<file path="src/rtl/spraid_wb_initiator.sv">
// rtl/spraid_wb_initiator.sv - Wishbone pipelined-mode block initiator for wb_spraid
//
// Accepts a block command (first address, word count, direction) and runs one
// single-word pipelined Wishbone transaction per word, holding CYC for the
// whole block. Write data arrives on the wdata stream; read data leaves on
// the rdata stream.
//
// Optional feature macro: SPRAID_WBI_TIMEOUT_EN builds a per-word watchdog
// that aborts the block after TIMEOUT cycles spent in REQ + WAIT_ACK.
//
// Ports:
//   wb_clk_i, wb_rst_i            clock, asynchronous active-high reset
//   cmd_valid/cmd_ready           command handshake
//   cmd_we, cmd_addr, cmd_len     direction, first word address, count (0 = 256)
//   wdata_valid/wdata_ready/wdata write data stream in
//   rdata_valid/rdata_ready/rdata read data stream out
//   done, err                     one-cycle block completion / abort pulses
//   err_code                      01 bus error, 10 timeout; held until next command
//   words_left                    words remaining in the current block
//   wbm_*                         Wishbone pipelined master port
module spraid_wb_initiator #(
  parameter int unsigned TIMEOUT = 1024
) (
  input  logic        wb_clk_i,
  input  logic        wb_rst_i,
  input  logic        cmd_valid,
  output logic        cmd_ready,
  input  logic        cmd_we,
  input  logic [31:0] cmd_addr,
  input  logic [7:0]  cmd_len,
  input  logic        wdata_valid,
  output logic        wdata_ready,
  input  logic [31:0] wdata,
  output logic        rdata_valid,
  input  logic        rdata_ready,
  output logic [31:0] rdata,
  output logic        done,
  output logic        err,
  output logic [1:0]  err_code,
  output logic [8:0]  words_left,
  output logic        wbm_cyc_o,
  output logic        wbm_stb_o,
  output logic        wbm_we_o,
  output logic [31:0] wbm_adr_o,
  output logic [31:0] wbm_dat_o,
  input  logic [31:0] wbm_dat_i,
  input  logic        wbm_ack_i,
  input  logic        wbm_stall_i,
  input  logic        wbm_err_i,
  input  logic        wbm_rty_i
);

  typedef enum logic [2:0] {
    S_IDLE,
    S_FETCH,
    S_REQ,
    S_WAIT_ACK,
    S_RDATA,
    S_DONE,
    S_ERR
  } state_t;

  state_t state;
  logic   last_word;

  assign last_word = (words_left == 9'd1);

`ifdef SPRAID_WBI_TIMEOUT_EN
  logic [15:0] tmo_cnt;
  logic        tmo_hit;

  // Counter sits at zero outside REQ/WAIT_ACK, so every entry to REQ from
  // IDLE, FETCH or RDATA starts a fresh window; a retry also restarts it.
  assign tmo_hit = (tmo_cnt == 16'(TIMEOUT - 1));

  always_ff @(posedge wb_clk_i or posedge wb_rst_i) begin
    if (wb_rst_i) begin
      tmo_cnt <= 16'd0;
    end else if ((state != S_REQ) && (state != S_WAIT_ACK)) begin
      tmo_cnt <= 16'd0;
    end else if ((state == S_WAIT_ACK) && wbm_rty_i && !wbm_err_i) begin
      tmo_cnt <= 16'd0;
    end else begin
      tmo_cnt <= tmo_cnt + 16'd1;
    end
  end
`else
  // TIMEOUT only matters when the watchdog is built.
  logic unused_timeout;
  assign unused_timeout = (TIMEOUT == 0);
`endif

  always_ff @(posedge wb_clk_i or posedge wb_rst_i) begin
    if (wb_rst_i) begin
      state       <= S_IDLE;
      cmd_ready   <= 1'b1;
      wdata_ready <= 1'b0;
      rdata_valid <= 1'b0;
      rdata       <= 32'd0;
      done        <= 1'b0;
      err         <= 1'b0;
      err_code    <= 2'b00;
      words_left  <= 9'd0;
      wbm_cyc_o   <= 1'b0;
      wbm_stb_o   <= 1'b0;
      wbm_we_o    <= 1'b0;
      wbm_adr_o   <= 32'd0;
      wbm_dat_o   <= 32'd0;
    end else begin
      done <= 1'b0;
      err  <= 1'b0;
      case (state)
        S_IDLE: begin
          if (cmd_valid) begin
            cmd_ready  <= 1'b0;
            wbm_cyc_o  <= 1'b1;
            wbm_we_o   <= cmd_we;
            wbm_adr_o  <= cmd_addr;
            words_left <= (cmd_len == 8'd0) ? 9'd256 : {1'b0, cmd_len};
            err_code   <= 2'b00;
            if (cmd_we) begin
              wdata_ready <= 1'b1;
              state       <= S_FETCH;
            end else begin
              wbm_stb_o <= 1'b1;
              state     <= S_REQ;
            end
          end
        end

        S_FETCH: begin
          if (wdata_valid) begin
            wbm_dat_o   <= wdata;
            wdata_ready <= 1'b0;
            wbm_stb_o   <= 1'b1;
            state       <= S_REQ;
          end
        end

        S_REQ: begin
`ifdef SPRAID_WBI_TIMEOUT_EN
          if (tmo_hit) begin
            wbm_cyc_o <= 1'b0;
            wbm_stb_o <= 1'b0;
            err       <= 1'b1;
            err_code  <= 2'b10;
            state     <= S_ERR;
          end else
`endif
          if (!wbm_stall_i) begin
            wbm_stb_o <= 1'b0;
            state     <= S_WAIT_ACK;
          end
        end

        // Bus responses beat a watchdog expiry in the same cycle.
        S_WAIT_ACK: begin
          if (wbm_err_i) begin
            wbm_cyc_o <= 1'b0;
            wbm_stb_o <= 1'b0;
            err       <= 1'b1;
            err_code  <= 2'b01;
            state     <= S_ERR;
          end else if (wbm_rty_i) begin
            wbm_stb_o <= 1'b1;
            state     <= S_REQ;
          end else if (wbm_ack_i) begin
            if (wbm_we_o) begin
              words_left <= words_left - 9'd1;
              wbm_adr_o  <= wbm_adr_o + 32'd1;
              if (last_word) begin
                wbm_cyc_o <= 1'b0;
                done      <= 1'b1;
                state     <= S_DONE;
              end else begin
                wdata_ready <= 1'b1;
                state       <= S_FETCH;
              end
            end else begin
              rdata       <= wbm_dat_i;
              rdata_valid <= 1'b1;
              state       <= S_RDATA;
            end
          end
`ifdef SPRAID_WBI_TIMEOUT_EN
          else if (tmo_hit) begin
            wbm_cyc_o <= 1'b0;
            wbm_stb_o <= 1'b0;
            err       <= 1'b1;
            err_code  <= 2'b10;
            state     <= S_ERR;
          end
`endif
        end

        S_RDATA: begin
          if (rdata_ready) begin
            rdata_valid <= 1'b0;
            words_left  <= words_left - 9'd1;
            wbm_adr_o   <= wbm_adr_o + 32'd1;
            if (last_word) begin
              wbm_cyc_o <= 1'b0;
              done      <= 1'b1;
              state     <= S_DONE;
            end else begin
              wbm_stb_o <= 1'b1;
              state     <= S_REQ;
            end
          end
        end

        S_DONE, S_ERR: begin
          cmd_ready <= 1'b1;
          state     <= S_IDLE;
        end

        default: begin
          cmd_ready <= 1'b1;
          state     <= S_IDLE;
        end
      endcase
    end
  end

endmodule

</file>
<file path="config.mk">
export PLATFORM = sky130hd
export DESIGN_NAME = spraid_wb_initiator
export DESIGN_NICKNAME = d
export VERILOG_FILES = /design/src/rtl/spraid_wb_initiator.sv
export SDC_FILE = /design/constraint.sdc
export NUM_CORES = 1
export LEC_CHECK = 0
export CORE_MARGIN = 3
export CORE_UTILIZATION = 47
export CTS_CLUSTER_DIAMETER = 120
export CTS_CLUSTER_SIZE = 25
export DETAILED_ROUTE_END_ITERATION = 8
export GPL_TIMING_DRIVEN = 0
export PLACE_DENSITY = 0.84
export SLEW_MARGIN = 20
export SYNTH_ARGS = -nofsm -noshare
export SYNTH_HDL_FRONTEND = slang
export SYNTH_SLANG_ARGS = --single-unit
</file>
<file path="constraint.sdc">
create_clock -name wb_clk_i -period 13.7 [get_ports wb_clk_i]
set_clock_uncertainty 0.05 [all_clocks]
set_input_delay 4.11 -clock wb_clk_i [delete_from_list [all_inputs] [get_ports wb_clk_i]]
set_output_delay 4.11 -clock wb_clk_i [all_outputs]
set_load 0.005 [all_outputs]
</file>
==> results by group, run 1 <==
Detailed routing
  – Drt wl/cell: approximately 20 um
  – ANT nets after route: 0
  – Initial DRC Count: 449
  – Drt pass-1 iters: 7
  – DR vias: 5,564
  – Drt drc: 0
  – WL final: 18,800 um
  – Via/cell ratio: 5.888

GRT
  – GR Overflow Total: 0
  – Total track usage: 28.24%
  – First-pass GRT wire length: 29,630 um
  – Vias in the first global route: 5,756
  – Largest net degree at the start of global routing: 70
  – Initial antenna violation count: 0

Placed design
  – Post-DP HPWL: 13,940 um
  – Placed cell area: 8250 um^2
  – Input/output buffers: 226
  – RePlAce Congestion: 0.8973

Final layout
  – Cell area after layout: between 8000 and 9000 um^2
  – Fraction of layout cells with a size suffix above 1: 8.978%
  – FILL cells: 823
  – Nets: about 900
  – Ant. Diodes: 0
  – Area delta synth->final: 52.39%

Run
  – Max Cap Viol: 0

Logic synthesis
  – Largest area contributor in the netlist: dfrtp_1
  – Synth warn: 0
  – Synth Register Bits: ~120
  – Syn Nets: 660
  – Mapped cell area: 5777 um^2
  – Register area share after synthesis: 50.70%
  – EDFF count, synth: 0
  – FFs w/ async S/R, synth: 100.0%
  – Most frequent cells after synthesis: 116 x dfrtp_1, 65 x mux2_1, 42 x nor2_1
  – Most frequent cell after synthesis: dfrtp_1
  – Top_reg_cell synth: dfrtp_1
  – Avg Inst Size Synth: between 10 and 15 um^2
  – Post-Synthesis Cells: 543
  – Number of library cell types mapped by synthesis: slightly below 70
  – Post-synth top area share: 50.25%
  – Top post-synthesis cells by area: dfrtp_1 50%, mux2_1 13%, a21oi_1 2.9%

Power
  – Clock power frac: 21.0%
  – Part of the power in combinational logic: around 46%
  – Net Sw Frac: 35.44%
  – P_int: roughly 1300 uW
  – Power Total: 1957 uW
  – Max VDD drop: 0.1447 mV
  – Power Density: 222.3 nW/um^2
  – Part of the power in registers: 33.3%
  – NetSw: slightly below 700 uW
  – Pleak: 0.003722 uW

Critical path
  – WP data required: 13,950 ps
  – Crit path kind: in2reg
  – Reg2Reg Depth: 8
  – Worst setup SP type: primary input
  – Slowest cell on the critical path: clkdlybuf4s50_1
  – Worst R2R End: words_left[3]
  – Delay-heaviest family, CP: buffers and inverters
  – Reg2reg start: state[0]
  – Critical path arrival: roughly 6000 ps
  – Critical path, cell by cell: clkdlybuf4s50_1, nor2_1, a32o_1, buf_2, buf_2, nor2_1, a211oi_1
  – Reg-to-reg setup timing slack: 11,430 ps
  – Max Fanout on Critical Path: 10
  – CP bufs+invs: 3
  – CP Capture Type: flip-flop
  – Largest stage delay, worst path: ~460 ps

Outcome
  – Status: finished clean

Clock network
  – H-Tree Depth: 4
  – TritonCTS clock tree: done
  – Hold_buf cts: 0
  – Sink Count: 117
  – Num CTS Buffers: 17
  – Root buf cell: clkbuf_16
  – CTS Buffer Depth: 2
  – PostCTS Resize Cnt: 0
  – Clock transition at path regs: ~50 ps
  – Clock Latency Late Sink: ~410 ps
  – Postcts setup bufs: 0

STA
  – RSZ-0062 raised after global routing: false
  – Tcrit/Tclk final: between 40% and 50%
  – Max Fclk: 0.1709 GHz
  – Setup TNS: 0 ps
  – Final slew viol count: 0
  – Slew headroom: 50.88%
  – # setup viols final: 0
  – Min Clock Period, post-route: 5852 ps
  – Final hold vios: 0
  – Worst slew pin tran: roughly 730 ps

Worst hold path
  – Hold Path End: cmd_ready
  – Hold Crit Start: cmd_ready
  – Worst min-delay path category: reg2reg
  – Worst hold path stage count: 2

Floorplanning
  – Row count: 39
  – Die W: 116.9 um
  – Die ar.: 13,660 um^2
  – Core area: 11,710 um^2
  – I/O pins: around 230
  – Die Ht: 116.9 um
  – Starting density of the core: 49.33%
layer usage:
layer / up-vias / GRT usage [%] / routed length, um
met5: - / 0 / 0
met4: 0 / 11.47 / 370
met3: 37 / 6.992 / 1692
met2: 349 / 47.48 / 9448
met1: 2669 / 34.97 / 7291
li1: 2509 / - / -
registers in the layout, indices dropped and copies added, names as in the netlist:
register,flops
rdata,32
done,1
err_code,1
wbm_we_o,1
wbm_stb_o,1
state,3
rdata_valid,1
err,1
wdata_ready,1
cmd_ready,1
wbm_adr_o,32
words_left,9
wbm_cyc_o,1
wbm_dat_o,32
per-stage QoR:
stage               hold slack [ps]  worst slack (ps)  instances  util [%]
finish                        417.9              7848        945     75.17
global route                  442.4              7720        945     75.17
CTS                           425.8              7893        945     75.17
detailed placement            417.6              7490        913     70.45
global placement              405.1              4817        912     70.17
floorplan                     400.5              6441        543         -
final cells by class:
type	instances	area (um^2)	area share [%]
clock inverter	5	50.05	0.5685
tap	143	178.9	2.032
inverter	14	57.56	0.6538
timing repair buffer	227	2290	26.01
clock buffer	27	503.0	5.713
sequential	117	2929	33.27
buffer	36	185.2	2.103
multi-input combinational	376	2610	29.65
how the worst max path moves through the flow:
stage / from / end / slack [ps] / cells after the start
6_report: wbm_rty_i / wbm_adr_o[25] / 7850 / 7
5_1_grt: wbm_rty_i / words_left[5] / 7720 / 7
4_1_cts: wbm_rty_i / wbm_adr_o[25] / 7890 / 7
3_5_place_dp: wbm_rty_i / wbm_adr_o[18] / 7490 / 7
3_3_place_gp: wb_rst_i / wbm_dat_o[0] / 4820 / 2
2_1_floorplan: wb_rst_i / done / 6440 / 1
layout by cell type (no fill, tap or decap), drive strengths merged, types with 3 or more instances in the layout:
cell | netlist | layout
clkinv | 0 | 4
o22a | 3 | 3
nor4 | 3 | 3
nand4 | 9 | 9
o22ai | 10 | 10
buf | 31 | 32
nand3 | 17 | 17
nor2b | 3 | 3
a22oi | 4 | 4
o31ai | 4 | 4
dfrtp | 116 | 116
clkdlybuf4s50 | 0 | 226
nand2 | 26 | 26
nor3 | 16 | 16
and2 | 3 | 3
inv | 14 | 14
mux2 | 66 | 66
nand2b | 3 | 3
and3 | 16 | 16
o21ai | 40 | 40
nor2 | 42 | 42
a32oi | 5 | 5
and4 | 6 | 6
a211oi | 12 | 12
o211ai | 3 | 3
a22o | 4 | 4
clkbuf | 5 | 32
a31oi | 6 | 6
or2 | 3 | 3
o2bb2ai | 4 | 4
a21oi | 35 | 35
ha | 3 | 3
tightest hold or removal path: cells and delay by family (launching register included):
kind                   cells  cell delay (ps)
flip-flops                 1              360
buffers and inverters      1               40
AO/OA/AOI/OAI              1               50
kinds of logic after synthesis:
| group | Yosys count | synth area share, % |
|---|---|---|
| multiplexers | 66 | 12.87 |
| adder cells (fa/ha/maj) | 3 | 0.6498 |
| other | 1 | 0.06491 |
| AO/OA/AOI/OAI | 149 | 16.89 |
| AND/OR/NAND/NOR | 157 | 14.71 |
| buffers and inverters | 50 | 4.115 |
| flip-flops | 117 | 50.70 |
power groups by stage:
stage	logic [uW]	clock network, uW	registers [uW]
final	894	411	652
after CTS	893	417	649
after global routing	973	436	674
after global placement	858	0	639
after floorplan	394	0	636
after detailed placement	884	0	651
No activity file was read; power rests on OpenSTA's default activity.
==> inputs of run 2 (changes only) <==
--- a/config.mk
+++ b/config.mk
@@ -6,12 +6,12 @@
 export NUM_CORES = 1
 export LEC_CHECK = 0
 export CORE_MARGIN = 3
-export CORE_UTILIZATION = 47
+export CORE_UTILIZATION = 40
 export CTS_CLUSTER_DIAMETER = 120
 export CTS_CLUSTER_SIZE = 25
 export DETAILED_ROUTE_END_ITERATION = 8
 export GPL_TIMING_DRIVEN = 0
-export PLACE_DENSITY = 0.84
+export PLACE_DENSITY = 0.76
 export SLEW_MARGIN = 20
 export SYNTH_ARGS = -nofsm -noshare
 export SYNTH_HDL_FRONTEND = slang
==> constraint.sdc (replaced) <==
create_clock -name wb_clk_i -period 5 [get_ports wb_clk_i]
set_clock_uncertainty 0.05 [all_clocks]
set_input_delay 1.5 -clock wb_clk_i [delete_from_list [all_inputs] [get_ports wb_clk_i]]
set_output_delay 1.5 -clock wb_clk_i [all_outputs]
set_load 0.005 [all_outputs]
==> run 2 against run 1 <==
  * Worst setup slack lost 6100 ps
  * Count of clock-buffer cells in the layout shrank 7
  * First-iteration DRC count grew 10%
  * Combinational power grew to 2.7 times the previous value
  * Flip-flop and latch count is the same
  * Die area grew 17%
  * Global-route usage shrank 4.7 points
  * Routed wire length grew 0.37%
  * Critical path type unchanged
  * Critical endpoint is now words_left[5]
  * Largest cell class unchanged
  * Highest routed layer unchanged
==> results by group, run 2 (synthesis gave the netlist of run 1 again) <==
Outcome
  – Status: finished clean (unchanged)

Final layout
  – Area delta synth->final: 53.52% (was 52.39%)
  – Ant. Diodes: 0 (unchanged)
  – Register area: 2929 um^2 (unchanged)
  – Footprint of the multi-input gates: 2610 um^2 (unchanged)
  – FILL cells: 1,136 (was 823)
  – Most frequent cells in the layout: 226 x clkdlybuf4s50_1, 116 x dfrtp_1, 65 x mux2_1, 42 x nor2_1, 34 x a21oi_1 (unchanged)
  – Largest regs: rdata (32), wbm_adr_o (32), wbm_dat_o (32) (unchanged)
  – Most common cell after layout, fill and taps aside: clkdlybuf4s50_1 (unchanged)
  – Fin util: 63.40% (was 75.17%)
  – Nets: 906 (unchanged)
  – Fraction of layout cells with a size suffix above 1: 9.726% (was 8.978%)

Floorplanning
  – Starting density of the core: 41.30% (was 49.33%)
  – I/O pins: 229 (unchanged)
  – Die W: 126.2 um (was 116.9 um)
  – Die ar.: 15,920 um^2 (was 13,660 um^2)
  – Die Ht: 126.2 um (was 116.9 um)
  – Core area: 13,990 um^2 (was 11,710 um^2)
  – Row count: 43 (was 39)

Critical path
  – Critical path, cell by cell: clkdlybuf4s50_1, nor2_1, a32o_1, buf_2, buf_2, o21ai_0, a2bb2oi_1 (was clkdlybuf4s50_1, nor2_1, a32o_1, buf_2, buf_2, nor2_1, a211oi_1)
  – Worst setup SP type: primary input (unchanged)
  – Slowest cell on the critical path: nor2_1 (was clkdlybuf4s50_1)
  – Largest stage delay, worst path: 470 ps (was 460 ps)
  – Critical path arrival: 3550 ps (was 6100 ps)
  – Delay-heaviest family, CP: buffers and inverters (unchanged)
  – Crit path kind: in2reg (unchanged)
  – WP data required: 5290 ps (was 13,950 ps)
  – Max Fanout on Critical Path: 10 (unchanged)
  – CP bufs+invs: 3 (unchanged)
  – CP Capture Type: flip-flop (unchanged)
  – Most frequent CP cell: buf_2

Clock network
  – Num CTS Buffers: 17 (unchanged)
  – Hold_buf cts: 0 (unchanged)
  – TritonCTS clock tree: done (unchanged)
  – H-Tree Depth: 4 (unchanged)
  – Sink Count: 117 (unchanged)
  – Root buf cell: clkbuf_16 (unchanged)
  – Postcts setup bufs: 0 (unchanged)
  – Clock Latency Late Sink: 420 ps (was 410 ps)
  – PostCTS Resize Cnt: 0 (unchanged)
  – CTS Buffer Depth: 2 (unchanged)
  – Clock transition at path regs: 50 ps (about the same)

Power
  – Pleak: 0.003717 uW (was 0.003722 uW)
  – Power Total: 5392 uW (was 1957 uW)
  – Power Density: 608.0 nW/um^2 (was 222.3 nW/um^2)
  – Max VDD drop: 0.3741 mV (was 0.1447 mV)

Placed design
  – RePlAce Congestion: 0.9297 (was 0.8973)
  – Input/output buffers: 226 (unchanged)
  – Pre-CTS worst setup slack: 1343 ps (was 7490 ps)
  – Post-DP HPWL: 14,030 um (was 13,940 um)

Detailed routing
  – ANT nets after route: 0 (unchanged)
  – Drt pass-1 iters: 6 (was 7)
  – WL final: 18,870 um (was 18,800 um)
  – DR vias: 5,579 (was 5,564)
  – Drt drc: 0 (unchanged)
  – Initial DRC Count: 495 (was 449)
  – Drt wl/cell: 19.22 um (was 19.90 um)
  – Via/cell ratio: 5.681 (was 5.888)

GRT
  – Vias in the first global route: 5,677 (was 5,756)
  – GR Overflow Total: 0 (unchanged)
  – Initial antenna violation count: 0 (unchanged)
  – First-pass GRT wire length: 29,680 um (was 29,630 um)
  – Total track usage: 23.53% (was 28.24%)
  – Largest net degree at the start of global routing: 60 (was 70)

STA
  – RSZ-0062 raised after global routing: false (unchanged)
  – Min Clock Period, post-route: around 3300 ps
  – Final worst-path setup slack: 1739 ps (was 7848 ps)
  – Slew headroom: 51.33% (was 50.88%)
  – Tcrit/Tclk final: about 65%
  – Max Fclk: 0.3067 GHz
  – Final slew viol count: 0 (unchanged)
  – # setup viols final: 0 (unchanged)
  – Worst slew pin tran: 723.4 ps (was 730.1 ps)
  – Final hold vios: 0 (unchanged)
  – WHS: 421.2 ps (was 417.9 ps)
  – Setup TNS: 0 ps (unchanged)

Worst hold path
  – Worst min-delay path category: reg2reg (unchanged)

Run
  – Max Cap Viol: 0 (unchanged)
## run 2: changes by cell type in the layout (fill, tap and decap cells not counted)
cell	change
clkbuf_1	-6
clkinvlp_4	+5
clkinv_4	+2
clkbuf_8	-1
## run 2: cell type report
type | count | area share (%)
Multi-Input combinational cell | 376 | 29.43
Inverter | 14 | 0.6490
Sequential cell | 117 | 33.03
Clock buffer | 20 | 5.262
Clock inverter | 12 | 1.185
Buffer | 36 | 2.088
Tap cell | 180 | 2.540
Timing Repair Buffer | 227 | 25.82
## run 2: worst paths after layout
check / to / from / slack [ps] / depth (start not counted)
setup / recovery: words_left[5] / wbm_rty_i / 1740 / 7
hold / removal: cmd_ready / cmd_ready / 420 / 2
setup reg to reg: words_left[6] / state[0] / 2690 / 8
hold reg to reg: cmd_ready / cmd_ready / 420 / 2
max in group asynchronous: cmd_ready / wb_rst_i / 2700 / 3
min in group asynchronous: rdata[8] / wb_rst_i / 1460 / 2
## run 2: power breakdown
part           total, uW  internal, uW  switching (uW)
Clock               1160           718             440
Combinational       2450          1340            1120
Sequential          1780          1390             388
## run 2: metal layers
metal  global-route usage (%)  part of all wire [%]  up-vias
li1                         -                     -     2510
met1                    29.74                    40     2680
met2                    38.12                    48      328
met3                    6.955                   8.4       61
met4                    9.211                   3.3        0
met5                        0                     0        -
## run 2: stage by stage
step,std cells,cell area [um^2]
2_1_floorplan,543,5777
5_1_grt,982,8869
4_1_cts,982,8869
3_3_place_gp,949,8264
3_5_place_dp,950,8297
6_report,982,8869
## run 2: tightest hold or removal path: cells and delay by family, from the launching register on
family | cells | cell delay (ps)
compound gates | 1 | 60
buf+inv | 1 | 50
flops | 1 | 360
==> inputs of run 3 (changes only) <==
--- a/config.mk
+++ b/config.mk
@@ -6,12 +6,12 @@
 export NUM_CORES = 1
 export LEC_CHECK = 0
 export CORE_MARGIN = 3
-export CORE_UTILIZATION = 40
+export CORE_UTILIZATION = 44
 export CTS_CLUSTER_DIAMETER = 120
 export CTS_CLUSTER_SIZE = 25
 export DETAILED_ROUTE_END_ITERATION = 8
 export GPL_TIMING_DRIVEN = 0
-export PLACE_DENSITY = 0.76
+export PLACE_DENSITY = 0.79
 export SLEW_MARGIN = 20
 export SYNTH_ARGS = -nofsm -noshare
 export SYNTH_HDL_FRONTEND = slang
==> constraint.sdc (replaced) <==
create_clock -name wb_clk_i -period 3.1 [get_ports wb_clk_i]
set_clock_uncertainty 0.05 [all_clocks]
set_input_delay 0.93 -clock wb_clk_i [delete_from_list [all_inputs] [get_ports wb_clk_i]]
set_output_delay 0.93 -clock wb_clk_i [all_outputs]
set_load 0.005 [all_outputs]
==> run 3 against run 2 <==
  * Core utilization is 6.5 points higher
  * Routed wire length is 0.46% higher
  * Non-clock buffer count increased by 3
  * Critical path type unchanged
==> results by group, run 3 (synthesis gave the netlist of run 1 again) <==
Final layout
  – Fraction of layout cells with a size suffix above 1: 9.689% (was 9.726%)
  – Cell area after layout: 8895 um^2 (was 8869 um^2)
  – Most common cell after layout, fill and taps aside: clkdlybuf4s50_1 (unchanged)
  – Fin util: 69.92% (was 63.40%)
  – Nets: 909 (was 906)
  – Area delta synth->final: 53.97% (was 53.52%)
  – Ant. Diodes: 0 (unchanged)
  – Most frequent cells in the layout: 226 x clkdlybuf4s50_1, 116 x dfrtp_1, 65 x mux2_1, 42 x nor2_1, 34 x a21oi_1 (unchanged)
  – Largest regs: rdata (32), wbm_adr_o (32), wbm_dat_o (32) (unchanged)

Critical path
  – Slowest cell on the critical path: nor2_1 (unchanged)
  – CP endpoint: wbm_adr_o[19] (was words_left[5])
  – Max Fanout on Critical Path: 10 (unchanged)
  – CP bufs+invs: 3 (unchanged)
  – Cell count along the critical path: 7 (unchanged)
  – Largest stage delay, worst path: 480 ps (was 470 ps)
  – Reg2reg start: state[2] (was state[0])
  – Reg-to-reg setup timing slack: 770 ps (was 2690 ps)
  – Delay-heaviest family, CP: buffers and inverters (unchanged)
  – WP data required: 3350 ps (was 5290 ps)
  – Critical path, cell by cell: clkdlybuf4s50_1, nor2_1, a32o_1, buf_2, buf_2, nor2_1, a211oi_1 (was clkdlybuf4s50_1, nor2_1, a32o_1, buf_2, buf_2, o21ai_0, a2bb2oi_1)
  – Worst Setup SP: wbm_rty_i (unchanged)
  – Worst R2R End: words_left[3] (was words_left[6])
  – Reg2Reg Depth: 8 (unchanged)
  – Worst setup SP type: primary input (unchanged)
  – Crit path kind: in2reg (unchanged)
  – CP Capture Type: flip-flop (unchanged)
  – Critical path arrival: 2960 ps (was 3550 ps)

Clock network
  – Root buf cell: clkbuf_16 (unchanged)
  – PostCTS Resize Cnt: 0 (unchanged)
  – Postcts setup bufs: 0 (unchanged)
  – Hold_buf cts: 0 (unchanged)
  – TritonCTS clock tree: done (unchanged)
  – Clock transition at path regs: 50 ps (about the same)
  – Num CTS Buffers: 17 (unchanged)
  – H-Tree Depth: 4 (unchanged)
  – CTS Buffer Depth: 2 (unchanged)
  – Sink Count: 117 (unchanged)
  – Clock Latency Late Sink: 410 ps (was 420 ps)

Floorplanning
  – Die Ht: 120.6 um (was 126.2 um)
  – I/O pins: 229 (unchanged)
  – Row count: 41 (was 43)
  – Die ar.: 14,540 um^2 (was 15,920 um^2)
  – Starting density of the core: 45.41% (was 41.30%)
  – Die W: 120.6 um (was 126.2 um)
  – Core area: 12,720 um^2 (was 13,990 um^2)

Power
  – Part of the power in registers: 33.2% (was 33.0%)
  – Max VDD drop: 0.4666 mV (was 0.3741 mV)
  – Power Density: 973.3 nW/um^2 (was 608.0 nW/um^2)
  – Part of the power in combinational logic: 45.6% (was 45.5%)
  – Power Total: 8658 uW (was 5392 uW)
  – P_int: 5575 uW (was 3447 uW)
  – Net Sw Frac: 35.61% (was 36.07%)
  – Clock power frac: 21.3% (was 21.5%)
  – Pleak: 0.003747 uW (was 0.003717 uW)
  – NetSw: 3083 uW (was 1945 uW)

STA
  – Min Clock Period, post-route: about 2700 ps
  – Tcrit/Tclk final: 87.33%
  – Slew headroom: 53.29% (was 51.33%)
  – RSZ-0062 raised after global routing: false (unchanged)
  – # setup viols final: 0 (unchanged)
  – Worst slew pin tran: 694.2 ps (was 723.4 ps)
  – Final hold vios: 0 (unchanged)
  – Max Fclk: around 0.37 GHz
  – Final slew viol count: 0 (unchanged)

Detailed routing
  – Via/cell ratio: 5.782 (was 5.681)
  – Drt drc: 0 (unchanged)
  – ANT nets after route: 0 (unchanged)
  – Drt pass-1 iters: 6 (unchanged)
  – Initial DRC Count: 573 (was 495)
  – Drt wl/cell: 19.41 um (was 19.22 um)
  – WL final: 18,960 um (was 18,870 um)
  – DR vias: 5,649 (was 5,579)

Placed design
  – Input/output buffers: 226 (unchanged)
  – RePlAce Congestion: 0.9212 (was 0.9297)
  – Placed cell area: 8346 um^2 (was 8297 um^2)
  – Post-DP HPWL: 14,210 um (was 14,030 um)

GRT
  – First-pass GRT wire length: 29,640 um (was 29,680 um)
  – Total track usage: 26.11% (was 23.53%)
  – Initial antenna violation count: 0 (unchanged)
  – Vias in the first global route: 5,675 (was 5,677)
  – GR Overflow Total: 0 (unchanged)
  – Largest net degree at the start of global routing: 38 (was 60)

Run
  – Max Cap Viol: 0 (unchanged)

Outcome
  – Status: finished clean (unchanged)

Worst hold path
  – Worst min-delay path category: reg2reg (unchanged)
==> run 3: cell count changes in the layout (fill, tap and decap cells not counted), sizes merged <==
cell	before	now
clkinvlp	5	2
clkinv	6	9
inv	14	13
bufinv	1	2
buf	32	35
==> run 3: layout make-up <==
type                    count  area [um^2]
flip-flops and latches    117         2929
repair buffers            230         2350
well taps                 172        215.2
plain buffers              36        185.2
fillers                   953         3827
clock buffers              20        436.7
clock inverters            12        112.6
multi-input cells         376         2610
inverters                  14        56.30
==> run 3: metrics by stage <==
stage	hold WS (ps)	cells	TNS, ps	worst slack [ps]
floorplan	400.5	543	0	693.4
global placement	405.5	941	-47890	-422.0
detailed placement	419.5	945	0	29.82
CTS	431.2	977	0	466.6
global route	441.0	977	0	300.8
finish	423.7	977	0	392.7
==> run 3: routing by layer <==
metal	GRT usage, %	vias to the layer above	routed length (um)
met5	0	-	0
li1	-	2514	-
met1	32.98	2749	7552
met4	10.91	0	495
met3	7.109	42	1585
met2	42.47	344	9327
==> run 3: worst min path at each step <==
stage             startpoint             to  slack, ps  depth (start not counted)
2_1_floorplan      cmd_ready      cmd_ready        400                          2
3_3_place_gp       cmd_ready      cmd_ready        410                          2
3_5_place_dp       cmd_ready      cmd_ready        420                          2
4_1_cts            cmd_ready      cmd_ready        430                          2
5_1_grt        wbm_dat_o[19]  wbm_dat_o[19]        440                          1
6_report           cmd_ready      cmd_ready        420                          2
==> run 3: power groups by stage <==
stage               combinational, uW  sequential [uW]  clock [uW]
floorplan                        1740             2810           0
global placement                 3800             2820           0
detailed placement               3910             2880           0
CTS                              3930             2860        1870
global route                     4250             2970        1930
finish                           3950             2870        1840
==> run 3: worst register-to-register path, stage by stage (launching register included) <==
cell and delay, ps:
dfrtp_1 330, buf_2 220, and3b_1 200, buf_2 170, a21oi_2 290, buf_2 350, buf_2 330, o21ai_0 140
a22oi_1 160
